## config.mk

```make
export PLATFORM = sky130hd
export DESIGN_NAME = bus_demux_buffer
export DESIGN_NICKNAME = d
export VERILOG_FILES = /design/src/rtl/bus_demux_buffer_pkg.sv /design/src/rtl/demux_slot.sv /design/src/rtl/bus_demux_buffer.sv
export SDC_FILE = /design/constraint.sdc
export NUM_CORES = 1
export LEC_CHECK = 0
export ABC_AREA = 1
export CORE_MARGIN = 2
export CORE_UTILIZATION = 43
export CTS_CLUSTER_DIAMETER = 80
export DETAILED_ROUTE_END_ITERATION = 8
export HOLD_SLACK_MARGIN = 0.12
export PLACE_DENSITY = 0.76
export RECOVER_POWER = 100
export SETUP_SLACK_MARGIN = 0.15
export SKIP_LAST_GASP = 1
export SYNTH_ARGS = -nofsm -noshare
export SYNTH_HDL_FRONTEND = slang
export SYNTH_SLANG_ARGS = --single-unit
```

## constraint.sdc

```tcl
create_clock -name clk -period 1.4 [get_ports clk]
set_input_delay 0.28 -clock clk [delete_from_list [all_inputs] [get_ports clk]]
set_output_delay 0.28 -clock clk [all_outputs]
set_load 0.1 [all_outputs]
```

## src/rtl/bus_demux_buffer_pkg.sv

```systemverilog
// ---------------------------------------------------------------------------
// bus_demux_buffer_pkg
// Shared constants and types for the receive end of the datapath bus.
//   BUS_WIDTH    : width of a bus word (32)
//   SEL_W        : width of the destination select (2)
//   NUM_SLOTS    : number of destination buffers (3)
//   SEL_DEST0..2 : select codes that steer a word into slot 0..2
//   SEL_ILLEGAL  : select code that drops the word and flags an error
//   slot_state_e : two-state occupancy of a single-entry slot
// ---------------------------------------------------------------------------
package bus_demux_buffer_pkg;

    localparam int BUS_WIDTH = 32;
    localparam int SEL_W     = 2;
    localparam int NUM_SLOTS = 3;

    localparam logic [SEL_W-1:0] SEL_DEST0   = 2'b00;
    localparam logic [SEL_W-1:0] SEL_DEST1   = 2'b01;
    localparam logic [SEL_W-1:0] SEL_DEST2   = 2'b10;
    localparam logic [SEL_W-1:0] SEL_ILLEGAL = 2'b11;

    typedef enum logic {
        SLOT_EMPTY = 1'b0,
        SLOT_FULL  = 1'b1
    } slot_state_e;

endpackage

```

## src/rtl/demux_slot.sv

```systemverilog
// ---------------------------------------------------------------------------
// demux_slot
// Single-entry destination buffer with a valid/ack handshake toward its
// consumer. Its ready is pass-through: a full slot can accept a new word in
// the same cycle its current word is acknowledged, so there is no bubble.
// Ports:
//   clk, rst    : clock and synchronous active-high reset
//   wr_en       : load wr_data this edge (caller only asserts it when ready)
//   wr_data     : word to store
//   ack         : consumer takes the stored word (ignored while empty)
//   data        : stored word, holds its value after being consumed
//   valid       : slot holds an unconsumed word
//   slot_ready  : slot can take a word this cycle
// ---------------------------------------------------------------------------
module demux_slot
    import bus_demux_buffer_pkg::*;
#(
    parameter int WIDTH = BUS_WIDTH
) (
    input  logic             clk,
    input  logic             rst,
    input  logic             wr_en,
    input  logic [WIDTH-1:0] wr_data,
    input  logic             ack,
    output logic [WIDTH-1:0] data,
    output logic             valid,
    output logic             slot_ready
);

    slot_state_e      state_q, state_d;
    logic [WIDTH-1:0] data_q, data_d;

    always_ff @(posedge clk) begin
        if (rst) begin
            state_q <= SLOT_EMPTY;
            data_q  <= '0;
        end else begin
            state_q <= state_d;
            data_q  <= data_d;
        end
    end

    // A write always wins over an ack, so ack+write keeps the slot full
    // with the new word; an ack alone drains it.
    always_comb begin
        state_d = state_q;
        data_d  = data_q;
        if (wr_en) begin
            data_d = wr_data;
        end
        case (state_q)
            SLOT_EMPTY: begin
                if (wr_en) begin
                    state_d = SLOT_FULL;
                end
            end
            SLOT_FULL: begin
                if (!wr_en && ack) begin
                    state_d = SLOT_EMPTY;
                end
            end
            default: state_d = SLOT_EMPTY;
        endcase
    end

    always_comb begin
        data       = data_q;
        valid      = (state_q == SLOT_FULL);
        slot_ready = (state_q == SLOT_EMPTY) || ack;
    end

endmodule

```

## src/rtl/bus_demux_buffer.sv

```systemverilog
// ---------------------------------------------------------------------------
// bus_demux_buffer
// Receive end of the shared datapath bus. A bus word is steered by sel into
// one of three single-entry buffers (register file, ALU operand, memory
// data). Each buffer hands its word to its consumer with valid/ack and
// back-pressures the bus through bus_ready. Illegal selects are always
// accepted and dropped, producing a one-cycle sel_err pulse.
// Ports:
//   clk, rst                 : clock and synchronous active-high reset
//   bus_in, sel, bus_valid   : bus word, destination select, word valid
//   bus_ready                : combinational; word accepted on valid&&ready
//   dout_n, dout_valid_n     : slot n word and its valid flag (n = 0..2)
//   dout_ack_n               : consumer n takes its word
//   sel_err                  : pulse after an accepted illegal-select word
//   err_count                : saturating count of dropped words, present
//                              only when BUS_DEMUX_ERR_COUNT_EN is defined
// ---------------------------------------------------------------------------
module bus_demux_buffer
    import bus_demux_buffer_pkg::*;
#(
    parameter int WIDTH     = BUS_WIDTH,
    parameter int ERR_CNT_W = 8
) (
    input  logic             clk,
    input  logic             rst,
    input  logic [WIDTH-1:0] bus_in,
    input  logic [SEL_W-1:0] sel,
    input  logic             bus_valid,
    output logic             bus_ready,
    output logic [WIDTH-1:0] dout_0,
    output logic [WIDTH-1:0] dout_1,
    output logic [WIDTH-1:0] dout_2,
    output logic             dout_valid_0,
    output logic             dout_valid_1,
    output logic             dout_valid_2,
    input  logic             dout_ack_0,
    input  logic             dout_ack_1,
    input  logic             dout_ack_2,
    output logic             sel_err
`ifdef BUS_DEMUX_ERR_COUNT_EN
    ,
    output logic [ERR_CNT_W-1:0] err_count
`endif
);

    logic [NUM_SLOTS-1:0] slot_ready;
    logic [NUM_SLOTS-1:0] slot_wr;
    logic [NUM_SLOTS-1:0] slot_valid;
    logic [NUM_SLOTS-1:0] slot_ack;
    logic [WIDTH-1:0]     slot_data [NUM_SLOTS];
    logic                 accept;
    logic                 sel_err_q, sel_err_d;

    assign slot_ack = {dout_ack_2, dout_ack_1, dout_ack_0};

    // Ready follows the addressed slot; an illegal select never stalls.
    always_comb begin
        bus_ready = 1'b1;
        case (sel)
            SEL_DEST0: bus_ready = slot_ready[0];
            SEL_DEST1: bus_ready = slot_ready[1];
            SEL_DEST2: bus_ready = slot_ready[2];
            default:   bus_ready = 1'b1;
        endcase
    end

    always_comb begin
        accept    = bus_valid && bus_ready;
        sel_err_d = accept && (sel == SEL_ILLEGAL);
        for (int i = 0; i < NUM_SLOTS; i++) begin
            slot_wr[i] = accept && (sel == SEL_W'(i));
        end
    end

    for (genvar g = 0; g < NUM_SLOTS; g++) begin : g_slot
        demux_slot #(
            .WIDTH (WIDTH)
        ) u_slot (
            .clk        (clk),
            .rst        (rst),
            .wr_en      (slot_wr[g]),
            .wr_data    (bus_in),
            .ack        (slot_ack[g]),
            .data       (slot_data[g]),
            .valid      (slot_valid[g]),
            .slot_ready (slot_ready[g])
        );
    end

    always_ff @(posedge clk) begin
        if (rst) begin
            sel_err_q <= 1'b0;
        end else begin
            sel_err_q <= sel_err_d;
        end
    end

    assign sel_err      = sel_err_q;
    assign dout_0       = slot_data[0];
    assign dout_1       = slot_data[1];
    assign dout_2       = slot_data[2];
    assign dout_valid_0 = slot_valid[0];
    assign dout_valid_1 = slot_valid[1];
    assign dout_valid_2 = slot_valid[2];

`ifdef BUS_DEMUX_ERR_COUNT_EN
    logic [ERR_CNT_W-1:0] err_count_q, err_count_d;

    // Counts on the same edge that raises sel_err and sticks at all-ones.
    always_comb begin
        err_count_d = err_count_q;
        if (sel_err_d && (err_count_q != {ERR_CNT_W{1'b1}})) begin
            err_count_d = err_count_q + ERR_CNT_W'(1);
        end
    end

    always_ff @(posedge clk) begin
        if (rst) begin
            err_count_q <= '0;
        end else begin
            err_count_q <= err_count_d;
        end
    end

    assign err_count = err_count_q;
`endif

endmodule

```

==> metrics.md <==
| Metric | Value |
|---|---|
| Share of the synthesized area in the top cell type | roughly 41% |
| Total congestion overflow after global routing | 0 |
| Clock tree from TritonCTS | done |
| Via count of the routed design | ~5.2k |
| Detailed Route WL | ~16 mm |
| HPWL reported at the end of detailed placement | 9.65 mm |
| Later-pin clock latency in the skew report | 0.33 ns |
| Max_cap viols | 0 |
| Die footprint | between 10,000 and 15,000 um2 |
| Wire length of the first global-routing pass | between 20 and 25 mm |
| Remaining antenna violation count | 0 |
| Worst Tran Pin Value | about 0.32 ns |
| Final setup margin | -0.103 ns |
| Lkg Pwr | 0.00372 uW |
| Fillers | a little under 900 |
| Number of hold violations in the final report | 0 |
| Number of distinct library cell variants in the gate-level netlist after synthesis | 16 |
| Avg Synthesized Cell Area | a little over 6 um2 |
| Post-route minimum period | 1.50 ns |
| Share of synthesized area occupied by flip-flops and latches | between 40% and 50% |
| Most frequent standard cell in the layout excluding fill and tap cells | inv_1 |
| Maximum operating frequency | 0.665 GHz |
| Register Area | 2020 um2 |
| Rel. slew slack | approximately four fifths |
| Number of search-and-repair iterations in the first detailed-routing pass | 5 |
| Crit path kind | reg2out |
| Setup repair after global routing missed its margin | yes |
| CTS Buf Count | 9 |
| Final-report setup violation count | 74 |
| Core area | roughly 11,000 um2 |
| Post-route core utilization | 66.5% |
| Final weighted congestion of routability-driven global placement | 0.814 |
| Outcome | finished with violations |
| Nets | 966 |
| Yosys warns | 0 |
| Top Layer Used | met4 |
| Initial antenna violation count | 0 |
| Final Hold Slack | approximately 0.31 ns |
| Required time of the critical path | ~1.1 ns |
| Number of buffers inserted by hold repair at cts | 0 |
| Worst min-delay path class | in2reg |
| Clock slew at reported path FFs | about 0.070 ns |
| Number of synthesized register bits | 100 |
| Top-Level Pins | roughly 140 |
| Layout overhead on the synthesized area | 49.4% |
| Count of standard-cell rows | 38 |
| Violations in the final reports | negative setup slack |
| Arrival time at the worst endpoint | roughly 1.2 ns |
| Vias in the first global route | ~4.8k |
| Cell type contributing the most total cell area after synthesis | dfxtp_1 |
| Synthesized cell area | 4870 um2 |
| Initial core utilization | 44.5% |
| Max Transition Viols Final | 0 |
| Leading cell types in the layout, fill and taps excluded | inv_1 (196), nand2_1 (162), nand4_1 (97) |
| Port-buffer cells | 140 |
| Maximum number of buffers from clock root to sink | 2 |
| Root Buffer | clkbuf_16 |
| Pin count of the biggest net entering global routing | 49 |
| Final Cycle Share | 107% |
| Critical path peak fanout | 3 |
| H-tree levels | 3 |
| DRT iter0 DRCs | ~500 |
| Global-route usage over all layers | 23.1% |
| Critical path endpoint category | output pin |
| Worst clock skew | around 0.0093 ns |
| Antenna diodes | 0 |
| Wirelength per Cell | approximately 15 um |
| Largest vdd supply drop | 836 uV |
| Count of mapped cells out of synthesis | 783 |
| Total length of routed met3 wires | 1.21 mm |
| Die boundary width | 110 um |
| Sinks on the clock net | 100 |
| M1 WL | 6.76 mm |
| Area used by multi-input combinational logic | between 2000 and 2500 um2 |
| Cells taking the most area after synthesis | dfxtp_1 (41%), inv_1 (18%), nand2_1 (15%) |
| Vias per cell | between 4 and 5 |
| Pre-CTS setup slack | -0.568 ns |
| Layout cells sized above 1 | a little over a quarter |
| Die Height | approximately 110 um |
| Detail Route met2 WL | between 7 and 8 mm |
| Power per unit of standard cell area | roughly 1100 nW/um2 |
| Detailed-route DRC error count | 0 |
| Syn Nets | between 800 and 900 |
| Type of element launching the critical path | flop |
## power breakdown
group          internal, uW  switching (uW)
Sequential             2980            78.8
Combinational           649            1730
Clock                  1370            1100
Total                  5000            2910
## sequential cells by signal, indices dropped and copies added (netlist names)
register	flops
g_slot.u_slot.valid	3
g_slot.u_slot.data	96
sel_err	1
## worst max-delay path: stages (launching register included)
cell	delay, ns
dfxtp_4	0.35
inv_2	0.04
o21ai_2	0.16
nand3_4	0.14
buf_12	0.19
## stage by stage
| step | std cells | power (uW) | instance area, um2 | TNS, ns |
|---|---|---|---|---|
| floorplan | 783 | 4720 | 4940 | -0.737 |
| global placement | 1041 | 5650 | 7620 | -47.99 |
| detailed placement | 1041 | 5690 | 7620 | -51.92 |
| CTS | 1064 | 8180 | 8080 | -2.23 |
| global route | 1071 | 8230 | 7280 | -7.38 |
| finish | 1071 | 7910 | 7280 | -2.45 |
## logic make-up after synthesis
logic type,Yosys count,synth area share (%)
compound gates,4,0.411
buf+inv,280,22.3
flops,100,41.1
simple gates,399,36.2
## what timing repair did
| item | CTS | global route |
|---|---|---|
| endpoints found under the setup margin | 102 | 111 |
| pin swaps | 4 | 26 |
| gates cloned | 3 | 4 |
| resized for setup | 11 | 128 |
| setup buffers | 4 | 3 |
## final timing paths
path	start	to	slack, ns	depth (start not counted)
setup / recovery	g_slot[0].u_slot.valid$_SDFF_PP0_	bus_ready	-0.10	4
hold / removal	dout_ack_0	g_slot[0].u_slot.valid$_SDFF_PP0_	0.31	3
setup reg to reg	g_slot[0].u_slot.valid$_SDFF_PP0_	g_slot[1].u_slot.data[31]$_SDFFE_PP0P_	-0.10	9
hold reg to reg	g_slot[2].u_slot.data[8]$_SDFFE_PP0P_	g_slot[2].u_slot.data[8]$_SDFFE_PP0P_	0.51	4
## routing by layer
metal,vias to the layer above,global-route usage [%]
li1,2585,-
met1,2395,30.4
met2,238,38.6
met3,19,5.76
met4,0,4.67
met5,-,0
## final cells by class
class / instances / share of cell area, %
multi-input cells: 403 / 29.0
flip-flops and latches: 100 / 27.8
repair buffers: 182 / 24.8
inverters: 230 / 11.9
clock buffers: 12 / 3.68
well taps: 140 / 2.41
clock inverters: 4 / 0.413
## Yosys cell counts
cell and count:
a21oi_1 3, buf_1 14, buf_2 14, buf_4 4
clkbuf_1 18, clkinv_1 1, dfxtp_1 100, inv_1 229
nand2_1 196, nand3_1 3, nand3_2 2, nand4_1 97
nor2_1 98, nor2_2 2, o21ai_1 1, or2_2 1
No activity file was read; power rests on OpenSTA's default activity.
